<file path="config.mk">
export PLATFORM = sky130hd
export DESIGN_NAME = mem_arbiter_flat
export DESIGN_NICKNAME = d
export VERILOG_FILES = /design/src/rtl/mem_arbiter_pkg.sv /design/src/rtl/mem_arbiter_if.sv /design/src/rtl/mem_arbiter.sv /design/src/flat_wrapper.sv
export SDC_FILE = /design/constraint.sdc
export NUM_CORES = 1
export LEC_CHECK = 0
export ABC_AREA = 1
export CAP_MARGIN = 5
export CORE_AREA = 5 5 286 288
export CTS_CLUSTER_SIZE = 16
export DETAILED_ROUTE_END_ITERATION = 10
export DIE_AREA = 0 0 291 293
export PLACE_DENSITY = 0.45
export SKIP_CTS_REPAIR_TIMING = 1
export SLEW_MARGIN = 20
export SYNTH_ARGS = -nofsm -noshare
export SYNTH_HDL_FRONTEND = slang
export SYNTH_SLANG_ARGS = --single-unit
export TNS_END_PERCENT = 50
</file>
<file path="constraint.sdc">
create_clock -name clk -period 2.2 [get_ports clk]
set_input_delay 0.44 -clock clk [delete_from_list [all_inputs] [get_ports clk]]
set_output_delay 0.44 -clock clk [all_outputs]
set_load 0.005 [all_outputs]
</file>
<file path="src/rtl/mem_arbiter_pkg.sv">
// Shared constants, state encoding and helpers for the memory arbiter.
package mem_arbiter_pkg;

  localparam int ARB_ADDR_W  = 32;
  localparam int ARB_LINE_W  = 128;
  localparam int ARB_TIMEOUT = 255;

  // Arbiter FSM states.
  typedef enum logic [2:0] {
    ARB_IDLE    = 3'd0,
    ARB_GRANT_I = 3'd1,
    ARB_GRANT_D = 3'd2,
    ARB_RESP_I  = 3'd3,
    ARB_RESP_D  = 3'd4
  } arb_state_e;

  // Which cache was served most recently (round-robin history).
  typedef enum logic {
    GRANT_ICACHE = 1'b0,
    GRANT_DCACHE = 1'b1
  } grant_e;

  // Clear the byte-offset bits so memory always sees a line-aligned address.
  function automatic logic [ARB_ADDR_W-1:0] line_align(input logic [ARB_ADDR_W-1:0] a);
    return a & ~ARB_ADDR_W'(ARB_LINE_W / 8 - 1);
  endfunction

endpackage

</file>
<file path="src/rtl/mem_arbiter_if.sv">
// Bundle of the I$ miss port, D$ miss port and main-memory port.
//
// Handshake rules for every channel in this bundle:
//  - A requester (ic_req / dc_req / mem_req) raises its request together with
//    a stable command and holds it until the matching one-cycle completion
//    pulse (ic_ack / dc_ack / mem_valid). The completion pulse is the "ready";
//    read data is valid only in the cycle of that pulse.
//  - No request may be withdrawn early; if it is, the arbiter still finishes
//    the access and pulses the ack.
interface mem_arbiter_if;

  logic                                 ic_req;
  logic [mem_arbiter_pkg::ARB_ADDR_W-1:0] ic_addr;
  logic                                 ic_ack;
  logic [mem_arbiter_pkg::ARB_LINE_W-1:0] ic_rdata;

  logic                                 dc_req;
  logic                                 dc_we;
  logic [mem_arbiter_pkg::ARB_ADDR_W-1:0] dc_addr;
  logic [mem_arbiter_pkg::ARB_LINE_W-1:0] dc_wdata;
  logic                                 dc_ack;
  logic [mem_arbiter_pkg::ARB_LINE_W-1:0] dc_rdata;

  logic                                 mem_req;
  logic                                 mem_we;
  logic [mem_arbiter_pkg::ARB_ADDR_W-1:0] mem_addr;
  logic [mem_arbiter_pkg::ARB_LINE_W-1:0] mem_wdata;
  logic                                 mem_valid;
  logic [mem_arbiter_pkg::ARB_LINE_W-1:0] mem_rdata;

  // Arbiter side.
  modport slave (
    input  ic_req, ic_addr,
    input  dc_req, dc_we, dc_addr, dc_wdata,
    input  mem_valid, mem_rdata,
    output ic_ack, ic_rdata,
    output dc_ack, dc_rdata,
    output mem_req, mem_we, mem_addr, mem_wdata
  );

  // Environment side: caches and main memory.
  modport master (
    output ic_req, ic_addr,
    output dc_req, dc_we, dc_addr, dc_wdata,
    output mem_valid, mem_rdata,
    input  ic_ack, ic_rdata,
    input  dc_ack, dc_rdata,
    input  mem_req, mem_we, mem_addr, mem_wdata
  );

endinterface

</file>
<file path="src/rtl/mem_arbiter.sv">
// Serialises I$ fills, D$ fills and D$ write-backs onto one memory channel,
// with round-robin on ties and a watchdog that aborts a stuck access.
module mem_arbiter
  import mem_arbiter_pkg::*;
#(
  parameter int TIMEOUT = ARB_TIMEOUT
) (
  input  logic        clk,
  input  logic        rst,
  mem_arbiter_if.slave bus,
  output logic        busy,
  output logic        timeout_err,
  output arb_state_e  dbg_state
);

  localparam int CNT_W = $clog2(TIMEOUT + 1);

  arb_state_e              state_q;
  grant_e                  last_q;
  logic [CNT_W-1:0]        cnt_q;
  logic                    timeout_q;
  logic                    mem_req_q;
  logic                    mem_we_q;
  logic [ARB_ADDR_W-1:0]   mem_addr_q;
  logic [ARB_LINE_W-1:0]   mem_wdata_q;
  logic                    ic_ack_q;
  logic                    dc_ack_q;
  logic [ARB_LINE_W-1:0]   ic_rdata_q;
  logic [ARB_LINE_W-1:0]   dc_rdata_q;
  logic                    pick_i;

  // Round-robin picker: I$ wins when alone, or on a tie when D$ went last.
  always_comb begin
    pick_i = bus.ic_req && (!bus.dc_req || (last_q == GRANT_DCACHE));
  end

  // Arbiter FSM with registered outputs; the command is latched at grant entry.
  always_ff @(posedge clk) begin
    if (rst) begin
      state_q     <= ARB_IDLE;
      last_q      <= GRANT_DCACHE;
      cnt_q       <= '0;
      timeout_q   <= 1'b0;
      mem_req_q   <= 1'b0;
      mem_we_q    <= 1'b0;
      mem_addr_q  <= '0;
      mem_wdata_q <= '0;
      ic_ack_q    <= 1'b0;
      dc_ack_q    <= 1'b0;
      ic_rdata_q  <= '0;
      dc_rdata_q  <= '0;
    end else begin
      ic_ack_q <= 1'b0;
      dc_ack_q <= 1'b0;
      case (state_q)
        ARB_IDLE: begin
          if (bus.ic_req || bus.dc_req) begin
            cnt_q     <= '0;
            mem_req_q <= 1'b1;
            if (pick_i) begin
              state_q     <= ARB_GRANT_I;
              mem_we_q    <= 1'b0;
              mem_addr_q  <= line_align(bus.ic_addr);
              mem_wdata_q <= '0;
            end else begin
              state_q     <= ARB_GRANT_D;
              mem_we_q    <= bus.dc_we;
              mem_addr_q  <= line_align(bus.dc_addr);
              mem_wdata_q <= bus.dc_we ? bus.dc_wdata : '0;
            end
          end
        end
        ARB_GRANT_I, ARB_GRANT_D: begin
          if (bus.mem_valid) begin
            mem_req_q <= 1'b0;
            if (state_q == ARB_GRANT_I) begin
              state_q    <= ARB_RESP_I;
              ic_ack_q   <= 1'b1;
              ic_rdata_q <= bus.mem_rdata;
            end else begin
              state_q  <= ARB_RESP_D;
              dc_ack_q <= 1'b1;
              if (!mem_we_q) dc_rdata_q <= bus.mem_rdata;
            end
          end else if (cnt_q == CNT_W'(TIMEOUT - 1)) begin
            // Memory never answered: abort with zero data and flag it.
            timeout_q <= 1'b1;
            mem_req_q <= 1'b0;
            if (state_q == ARB_GRANT_I) begin
              state_q    <= ARB_RESP_I;
              ic_ack_q   <= 1'b1;
              ic_rdata_q <= '0;
            end else begin
              state_q  <= ARB_RESP_D;
              dc_ack_q <= 1'b1;
              if (!mem_we_q) dc_rdata_q <= '0;
            end
          end else begin
            cnt_q <= cnt_q + CNT_W'(1);
          end
        end
        ARB_RESP_I: begin
          last_q  <= GRANT_ICACHE;
          state_q <= ARB_IDLE;
        end
        ARB_RESP_D: begin
          last_q  <= GRANT_DCACHE;
          state_q <= ARB_IDLE;
        end
        default: state_q <= ARB_IDLE;
      endcase
    end
  end

  assign bus.ic_ack    = ic_ack_q;
  assign bus.ic_rdata  = ic_rdata_q;
  assign bus.dc_ack    = dc_ack_q;
  assign bus.dc_rdata  = dc_rdata_q;
  assign bus.mem_req   = mem_req_q;
  assign bus.mem_we    = mem_we_q;
  assign bus.mem_addr  = mem_addr_q;
  assign bus.mem_wdata = mem_wdata_q;
  assign busy          = (state_q != ARB_IDLE);
  assign timeout_err   = timeout_q;
  assign dbg_state     = state_q;

endmodule
</file>
<file path="src/flat_wrapper.sv">
// flat-port wrapper written by rule: the top's interface ports become plain ports
module mem_arbiter_flat import mem_arbiter_pkg::*;
#(
  parameter int TIMEOUT = ARB_TIMEOUT
)
  (clk, rst, busy, timeout_err, dbg_state, bus_ic_req, bus_ic_addr, bus_dc_req, bus_dc_we, bus_dc_addr, bus_dc_wdata, bus_mem_valid, bus_mem_rdata, bus_ic_ack, bus_ic_rdata, bus_dc_ack, bus_dc_rdata, bus_mem_req, bus_mem_we, bus_mem_addr, bus_mem_wdata);
  mem_arbiter_if bus_i ();
  input  logic clk;
  input  logic rst;
  output logic busy;
  output logic timeout_err;
  output arb_state_e dbg_state;
  input wire logic [$bits(bus_i.ic_req)-1:0] bus_ic_req;
  input wire logic [$bits(bus_i.ic_addr)-1:0] bus_ic_addr;
  input wire logic [$bits(bus_i.dc_req)-1:0] bus_dc_req;
  input wire logic [$bits(bus_i.dc_we)-1:0] bus_dc_we;
  input wire logic [$bits(bus_i.dc_addr)-1:0] bus_dc_addr;
  input wire logic [$bits(bus_i.dc_wdata)-1:0] bus_dc_wdata;
  input wire logic [$bits(bus_i.mem_valid)-1:0] bus_mem_valid;
  input wire logic [$bits(bus_i.mem_rdata)-1:0] bus_mem_rdata;
  output wire logic [$bits(bus_i.ic_ack)-1:0] bus_ic_ack;
  output wire logic [$bits(bus_i.ic_rdata)-1:0] bus_ic_rdata;
  output wire logic [$bits(bus_i.dc_ack)-1:0] bus_dc_ack;
  output wire logic [$bits(bus_i.dc_rdata)-1:0] bus_dc_rdata;
  output wire logic [$bits(bus_i.mem_req)-1:0] bus_mem_req;
  output wire logic [$bits(bus_i.mem_we)-1:0] bus_mem_we;
  output wire logic [$bits(bus_i.mem_addr)-1:0] bus_mem_addr;
  output wire logic [$bits(bus_i.mem_wdata)-1:0] bus_mem_wdata;
  assign bus_i.ic_req = bus_ic_req;
  assign bus_i.ic_addr = bus_ic_addr;
  assign bus_i.dc_req = bus_dc_req;
  assign bus_i.dc_we = bus_dc_we;
  assign bus_i.dc_addr = bus_dc_addr;
  assign bus_i.dc_wdata = bus_dc_wdata;
  assign bus_i.mem_valid = bus_mem_valid;
  assign bus_i.mem_rdata = bus_mem_rdata;
  assign bus_ic_ack = bus_i.ic_ack;
  assign bus_ic_rdata = bus_i.ic_rdata;
  assign bus_dc_ack = bus_i.dc_ack;
  assign bus_dc_rdata = bus_i.dc_rdata;
  assign bus_mem_req = bus_i.mem_req;
  assign bus_mem_we = bus_i.mem_we;
  assign bus_mem_addr = bus_i.mem_addr;
  assign bus_mem_wdata = bus_i.mem_wdata;
  mem_arbiter #(.TIMEOUT(TIMEOUT)) u_core (.clk(clk), .rst(rst), .bus(bus_i), .busy(busy), .timeout_err(timeout_err), .dbg_state(dbg_state));
endmodule
</file>
==> load_flow_metrics.sql, run 1 <==
INSERT INTO impl_metrics (metric_group, metric, value, unit) VALUES
('outcome', 'outcome', 'finished clean', ''),
('timing', 'final_skew', '0.0171', 'ns'),
('die', 'die_width', '291', 'um'),
('flow_run', 'max_cap_violations', '0', ''),
('timing', 'grt_setup_unrepaired', 'no', ''),
('critical_path', 'critPathLaunchType', 'flip-flop', ''),
('routing', 'drt-wirelength-per-cell', '20.5', 'um'),
('die', 'io_pins', '751', ''),
('logic_synthesis', 'synth.top_cells.by_count', '699 x nand2_1, 451 x a21oi_1, 429 x dfxtp_1', ''),
('timing', 'tightest_pin_transition', '0.637', 'ns'),
('timing', 'setup-tns-final', '0', 'ns'),
('global_route', 'antenna_violations_before_repair', '13', ''),
('critical_path', 'regToRegStartpoint', 'u_core.dbg_state[2]', ''),
('critical_path', 'crit_path_top_delay_cell', 'clkdlybuf4s50_1', ''),
('critical_path', 'endpoint_kind', 'output port', ''),
('place', 'placed_cell_area', '0.0258', 'mm^2'),
('place', 'port_buffers', '738', ''),
('die', 'number_of_cell_rows', '103', ''),
('logic_synthesis', 'synth_largest_area_cell', 'dfxtp_1', ''),
('place', 'gp_congestion', '0.888', ''),
('routing', 'drc', '0', ''),
('logic_synthesis', 'syn_area', '0.0171', 'mm^2'),
('critical_path', 'critical_path.top_delay_family', 'buffers and inverters', ''),
('cells_and_area', 'nets', '3265', ''),
('die', 'dieHeight', '293', 'um'),
('cells_and_area', 'final_cell_area', '0.0277', 'mm^2'),
('timing', 'final_min_period_over_clock_period', '0.946', ''),
('timing', 'report.final.setup_viol', '0', ''),
('routing', 'final_antenna_net_count', '0', ''),
('timing', 'slew_violations', '0', ''),
('routing', 'first_pass_iters', '6', ''),
('critical_path', 'setup.worst_path.class', 'reg2out', ''),
('critical_path', 'r2r_cell_count', '6', ''),
('logic_synthesis', 'portion_of_synthesized_cell_area_occupied_by_the_leading_cell_type', '0.503', ''),
('global_route', 'grt_remaining_overflow', '0', ''),
('clocking', 'cts_htree_levels', '2', ''),
('die', 'core_region_area', '0.0786', 'mm^2'),
('cells_and_area', 'syn_to_final_growth', '62.0', '%'),
('critical_path', 'cp_cell_sequence', 'clkdlybuf4s50_1', ''),
('logic_synthesis', 'synth-edff-count', '0', ''),
('critical_path', 'r2r_end', 'u_core.bus.dc_rdata[87]', ''),
('worst_hold_path', 'min_to', 'u_core.bus.ic_rdata[75]', ''),
('logic_synthesis', 'postSynthAreaPerCell', '7.48', 'um^2'),
('place', 'detailed_place_hpwl', '60000', 'um'),
('clocking', 'cts_buffers', '53', ''),
('clocking', 'tritoncts', 'done', ''),
('pwr', 'post-layout-total-power', '22.8', 'mW'),
('logic_synthesis', 'yosysSeqAreaShare', '0.503', ''),
('clocking', 'tritoncts_num_sinks', '429', ''),
('cells_and_area', 'final_layout_size_suffix_gt1_frac', '0.0594', ''),
('pwr', 'power.ir.vdd_worst', '0.536', 'mV'),
('cells_and_area', 'layout.filler_cells', '8184', ''),
('logic_synthesis', 'dominant_cell_by_count_in_the_synthesized_netlist', 'nand2_1', ''),
('critical_path', 'crit_path_buffers_inverters', '1', ''),
('clocking', 'cts_max_path_buffers', '3', ''),
('global_route', 'global_route_wire_length_before_repair', '122000', 'um'),
('global_route', 'number_of_global_route_vias_before_repair', '18589', ''),
('logic_synthesis', 'synth_async_sr_flop_share', '0', ''),
('global_route', 'grt_util_all_layers', '0.183', ''),
('routing', 'drt_iter0_drc', '964', ''),
('clocking', 'clkTransAtPathRegs', '0.06', 'ns'),
('pwr', 'leakagePower', '10.3', 'nW'),
('worst_hold_path', 'min_path_cells', '2', ''),
('die', 'die_area', '0.0853', 'mm^2'),
('clocking', 'clk-insertion-delay-late', '0.59', 'ns'),
('cells_and_area', 'utilization', '0.352', ''),
('worst_hold_path', 'hold_path.class', 'in2reg', ''),
('logic_synthesis', 'ys_warn_count', '0', ''),
('die', 'initial_core_util', '0.217', ''),
('worst_hold_path', 'worstHoldStart', 'rst', ''),
('logic_synthesis', 'yosysUniqueCellTypes', '25', '');
how the worst max path moves through the flow:
stage | from | to | slack (ns) | cells past startpoint
floorplan | u_core.cnt_q[0] | u_core.bus.ic_rdata[108] | 0.66 | 11
global placement | bus_ic_req | u_core.bus.mem_wdata[19] | 0.04 | 6
detailed placement | bus_ic_req | u_core.bus.mem_wdata[19] | 0.04 | 6
CTS | u_core.dbg_state[1] | busy | -0.17 | 3
global route | u_core.bus.ic_rdata[118] | bus_ic_rdata[118] | 0.001 | 1
finish | u_core.bus.ic_rdata[116] | bus_ic_rdata[116] | 0.12 | 1
layout by cell type (no fill, tap or decap), types with 5 or more instances in the layout:
cell type | synthesis | final
buf_12 | 0 | 34
clkdlybuf4s50_1 | 0 | 733
nand2_1 | 699 | 697
inv_1 | 146 | 145
o21ai_0 | 32 | 32
a21oi_1 | 451 | 451
clkinv_2 | 0 | 9
clkbuf_8 | 0 | 16
nor2_1 | 15 | 15
clkbuf_16 | 0 | 55
dfxtp_1 | 429 | 429
nand3_1 | 18 | 17
buf_4 | 20 | 41
clkbuf_1 | 94 | 9
bufinv_16 | 0 | 5
nand4_1 | 257 | 257
through the flow:
step                cells  hold slack [ns]
floorplan            2287            0.449
global placement     3932            0.448
detailed placement   3932            0.453
CTS                  4029            0.101
global route         4029            0.117
finish               4033            0.149
sequential cells by signal, summed over array words and instances (netlist names):
| signal | flops |
|---|---|
| u_core.bus.mem_wdata | 128 |
| u_core.cnt_q | 8 |
| u_core.dbg_state | 3 |
| u_core.bus.dc_rdata | 128 |
| u_core.timeout_err | 1 |
| u_core.bus.ic_rdata | 128 |
| u_core.last_q | 1 |
| u_core.bus.mem_addr | 28 |
| u_core.bus.ic_ack | 1 |
| u_core.bus.mem_req | 1 |
| u_core.bus.dc_ack | 1 |
| u_core.bus.mem_we | 1 |
area by class of cell:
cell class                 instances  area [um^2]  area share
tap                             1050         1310      0.0475
sequential                       429         8590       0.310
clock buffer                      80         1630      0.0589
multi-input combinational       1493         6980       0.252
timing repair buffer             812         8380       0.303
clock inverter                    17          220     0.00796
antenna                            4         10.0    0.000362
inverter                         148          563      0.0203
per-layer routing:
layer | track usage | part of all wire | up-vias
li1 | - | - | 8910
met1 | 0.213 | 0.39 | 8784
met2 | 0.318 | 0.49 | 697
met3 | 0.0748 | 0.10 | 104
met4 | 0.0397 | 0.022 | 12
met5 | 0 | 0.0011 | -
power breakdown:
group          leakage, nW  internal (mW)  switching (mW)
Clock                0.918           5.67            3.54
Combinational         5.91           2.22            2.80
Sequential            3.48           8.26           0.273
Total                 10.3           16.1            6.62
logic make-up after synthesis:
group,after synthesis,synth area share
xor+xnor,1,0.000513
fa+ha+maj,2,0.00146
other cells,1,0.000219
buf+inv,365,0.0920
flops,429,0.503
compound gates,487,0.143
simple gates,999,0.260
Note: power is estimated with default switching activity, not from simulation.
==> run 2, diff against run 1 <==
--- a/config.mk
+++ b/config.mk
@@ -5,13 +5,12 @@
 export SDC_FILE = /design/constraint.sdc
 export NUM_CORES = 1
 export LEC_CHECK = 0
-export ABC_AREA = 1
 export CAP_MARGIN = 5
 export CORE_AREA = 5 5 286 288
 export CTS_CLUSTER_SIZE = 16
 export DETAILED_ROUTE_END_ITERATION = 10
 export DIE_AREA = 0 0 291 293
-export PLACE_DENSITY = 0.45
+export PLACE_DENSITY = 0.43
 export SKIP_CTS_REPAIR_TIMING = 1
 export SLEW_MARGIN = 20
 export SYNTH_ARGS = -nofsm -noshare
==> load_flow_metrics.sql, run 2 <==
INSERT INTO impl_metrics (metric_group, metric, value, unit) VALUES
('outcome', 'outcome', 'finished clean', ''),
('logic_synthesis', 'synth_async_sr_flop_share', '0', ''),
('cells_and_area', 'most_frequent_standard_cell_in_the_layout_excluding_fill_and_tap_cells', 'clkdlybuf4s50_1', ''),
('timing', 'slew_headroom', '0.488', ''),
('timing', 'finalHoldViolations', '0', ''),
('flow_run', 'max_cap_violations', '0', ''),
('place', 'detailed_place_hpwl', '51900', 'um'),
('global_route', 'antenna_violations_before_repair', '5', ''),
('timing', 'tightest_pin_transition', '0.762', 'ns'),
('logic_synthesis', 'synth_compound_area_frac', '0.171', ''),
('die', 'core_region_area', '0.0786', 'mm^2'),
('die', 'number_of_cell_rows', '103', ''),
('logic_synthesis', 'dominant_cell_by_count_in_the_synthesized_netlist', 'dfxtp_1', ''),
('global_route', 'grt_max_degree', '105', ''),
('pwr', 'power.ir.vdd_worst', '0.523', 'mV'),
('die', 'die_area', '0.0853', 'mm^2'),
('global_route', 'grt_remaining_overflow', '0', ''),
('clocking', 'clk-insertion-delay-late', '0.59', 'ns'),
('timing', 'post-route-min-period', '2.13', 'ns'),
('critical_path', 'critPathLaunchType', 'flip-flop', ''),
('logic_synthesis', 'ys_dominant_reg_cell', 'dfxtp_1', ''),
('routing', 'drc', '0', ''),
('critical_path', 'endpoint_kind', 'output port', ''),
('timing', 'final_min_period_over_clock_period', '0.966', ''),
('critical_path', 'r2r_cell_count', '8', ''),
('logic_synthesis', 'muxShareOfSynthArea', '0.0993', ''),
('timing', 'final_skew', '0.0201', 'ns'),
('die', 'initial_core_util', '0.200', ''),
('place', 'port_buffers', '738', ''),
('logic_synthesis', 'synth.top_cells.by_count', '429 x dfxtp_1, 165 x nor2_1, 156 x mux2i_1', ''),
('clocking', 'cts_max_path_buffers', '3', ''),
('cells_and_area', 'utilization', '0.336', ''),
('timing', 'report.final.setup_viol', '0', ''),
('cells_and_area', 'final_layout_size_suffix_gt1_frac', '0.0738', ''),
('logic_synthesis', 'post_synthesis_simple_gate_area_fraction', '0.134', ''),
('logic_synthesis', 'synth_top_family_by_area', 'compound AO/OA/AOI/OAI gates', ''),
('critical_path', 'worst_setup_startpoint', 'u_core.dbg_state[1]', ''),
('logic_synthesis', 'synth_largest_area_cell', 'dfxtp_1', ''),
('routing', 'drt_iter0_drc', '651', ''),
('logic_synthesis', 'synth.ff_latch_count', '429', ''),
('clocking', 'cts_buffers', '52', ''),
('routing', 'routed_wl', '68800', 'um'),
('logic_synthesis', 'post_synth_fa_ha_maj_area_fraction', '0.00159', ''),
('global_route', 'global_route_wire_length_before_repair', '99700', 'um'),
('timing', 'max_clock_freq', '470', 'MHz'),
('die', 'io_pins', '751', ''),
('logic_synthesis', 'netlist_instances', '1517', ''),
('routing', 'vias_per_cell', '4.33', ''),
('cells_and_area', 'syn_to_final_growth', '68.1', '%'),
('cells_and_area', 'nets', '2565', ''),
('clocking', 'clkTransAtPathRegs', '0.06', 'ns'),
('pwr', 'power_density', '775', 'mW/mm^2'),
('clocking', 'tritoncts_num_sinks', '429', ''),
('global_route', 'grt_util_met1', '0.168', ''),
('logic_synthesis', 'portion_of_synthesized_cell_area_occupied_by_the_leading_cell_type', '0.546', ''),
('critical_path', 'worst_ep_arrival_time', '1.69', 'ns'),
('pwr', 'leakagePower', '10.2', 'nW'),
('logic_synthesis', 'synth-edff-count', '0', ''),
('critical_path', 'regToRegStartpoint', 'u_core.cnt_q[0]', ''),
('timing', 'grt_setup_unrepaired', 'no', ''),
('worst_hold_path', 'worstHoldStart', 'rst', ''),
('clocking', 'clockRootBuffer', 'clkbuf_16', ''),
('routing', 'first_pass_iters', '5', ''),
('routing', 'final_antenna_net_count', '0', ''),
('routing', 'drt-wirelength-per-cell', '20.7', 'um'),
('global_route', 'grt_util_all_layers', '0.150', ''),
('logic_synthesis', 'syn_area', '0.0157', 'mm^2'),
('worst_hold_path', 'min_path_cells', '2', ''),
('global_route', 'met3_resource_use_gr', '0.0460', ''),
('logic_synthesis', 'postSynthAreaPerCell', '10.4', 'um^2'),
('logic_synthesis', 'ys_warn_count', '0', ''),
('logic_synthesis', 'synth_xor_xnor_area_share', '0.000557', ''),
('critical_path', 'cp.required', '1.76', 'ns'),
('global_route', 'grt.met2_usage', '0.272', ''),
('logic_synthesis', 'yosysSeqAreaShare', '0.546', ''),
('logic_synthesis', 'synth.area.top_cells', 'dfxtp_1 55%, mux2i_1 9.9%, a32o_1 8.2%, a22oi_1 6.1%, nand2b_1 5.2%', ''),
('critical_path', 'setup.worst_path.class', 'reg2out', ''),
('place', 'gp_congestion', '0.797', ''),
('clocking', 'tritoncts', 'done', ''),
('logic_synthesis', 'yosysUniqueCellTypes', '44', ''),
('die', 'dieHeight', '293', 'um'),
('die', 'die_width', '291', 'um'),
('global_route', 'number_of_global_route_vias_before_repair', '15082', ''),
('worst_hold_path', 'hold_path.class', 'in2reg', ''),
('timing', 'setup-tns-final', '0', 'ns'),
('global_route', 'gr-max-usage-layer', 'met2', ''),
('cells_and_area', 'most_frequent_cells_in_the_layout', '733 x clkdlybuf4s50_1, 427 x dfxtp_1, 165 x nor2_1', ''),
('timing', 'slew_violations', '0', ''),
('critical_path', 'critical_path_peak_fanout', '8', ''),
('clocking', 'cts_htree_levels', '2', ''),
('routing', 'vias', '14430', '');
run 2: changes by cell type after synthesis, moves of 29 or more:
cell	delta
nand4_1	-255
nor2_1	+150
inv_1	-140
o21ai_0	-29
a21oi_1	-439
nand2_1	-563
buf_2	-55
a22oi_1	+128
a211oi_1	+30
a32o_1	+129
mux2i_1	+156
nand2b_1	+130
run 2: power breakdown:
part / total (mW) / leakage [nW] / switching [mW] / internal (mW)
clock: 8.50 / 0.835 / 3.44 / 5.05
combinational: 3.61 / 5.85 / 1.67 / 1.94
sequential: 8.39 / 3.48 / 0.217 / 8.17
run 2: worst max-delay path, stage by stage (launching register included):
cell	delay, ns
dfxtp_2	0.39
buf_4	0.17
clkdlybuf4s50_1	0.54
run 2: worst paths after layout:
| kind | to | slack (ns) |
|---|---|---|
| worst min register to register | u_core.timeout_err | 0.45 |
| worst max register to register | u_core.bus.dc_rdata[42] | 0.15 |
| worst min-delay path | u_core.cnt_q[0] | 0.19 |
| worst max-delay path | dbg_state[1] | 0.07 |
run 2: cell families after synthesis:
| family | after synthesis |
|---|---|
| flip-flops | 429 |
| AO/OA/AOI/OAI | 317 |
| adder cells (fa/ha/maj) | 2 |
| buffers and inverters | 155 |
| multiplexers | 156 |
| other | 1 |
| AND/OR/NAND/NOR | 456 |
| XOR/XNOR | 1 |
run 2: per-stage QoR:
step / std cells / area (um^2) / setup slack, ns / hold WS [ns] / power (mW)
final: 3330 / 26400 / 0.0738 / 0.192 / 20.5
after global routing: 3330 / 26400 / 0.000301 / 0.178 / 21.5
after floorplan: 1520 / 15700 / 0.330 / 0.432 / 9.92
after detailed placement: 3232 / 24700 / -0.161 / 0.449 / 12.2
after CTS: 3324 / 26400 / -0.199 / 0.143 / 20.9
after global placement: 3232 / 24700 / -0.152 / 0.444 / 12.2
run 2: cell type report:
cell class	instances	area, um^2
fillers	8106	52200
flip-flops and latches	429	8590
repair buffers	812	8370
multi-input cells	936	6460
clock buffers	74	1500
well taps	1050	1310
clock inverters	18	180
inverters	6	22.5
diodes	5	12.5
run 2: layer usage:
metal	up-vias	share of wire
met1	6945	0.39
met5	-	0
met4	0	0.031
met3	120	0.071
met2	462	0.51
li1	6903	-
==> run 3, diff against run 2 <==
--- a/config.mk
+++ b/config.mk
@@ -5,12 +5,13 @@
 export SDC_FILE = /design/constraint.sdc
 export NUM_CORES = 1
 export LEC_CHECK = 0
+export ABC_AREA = 1
 export CAP_MARGIN = 5
 export CORE_AREA = 5 5 286 288
 export CTS_CLUSTER_SIZE = 16
 export DETAILED_ROUTE_END_ITERATION = 10
 export DIE_AREA = 0 0 291 293
-export PLACE_DENSITY = 0.43
+export PLACE_DENSITY = 0.45
 export SKIP_CTS_REPAIR_TIMING = 1
 export SLEW_MARGIN = 20
 export SYNTH_ARGS = -nofsm -noshare
==> results of run 3 <==
The final DEF is identical to that of run 1; final timing and power are the same.
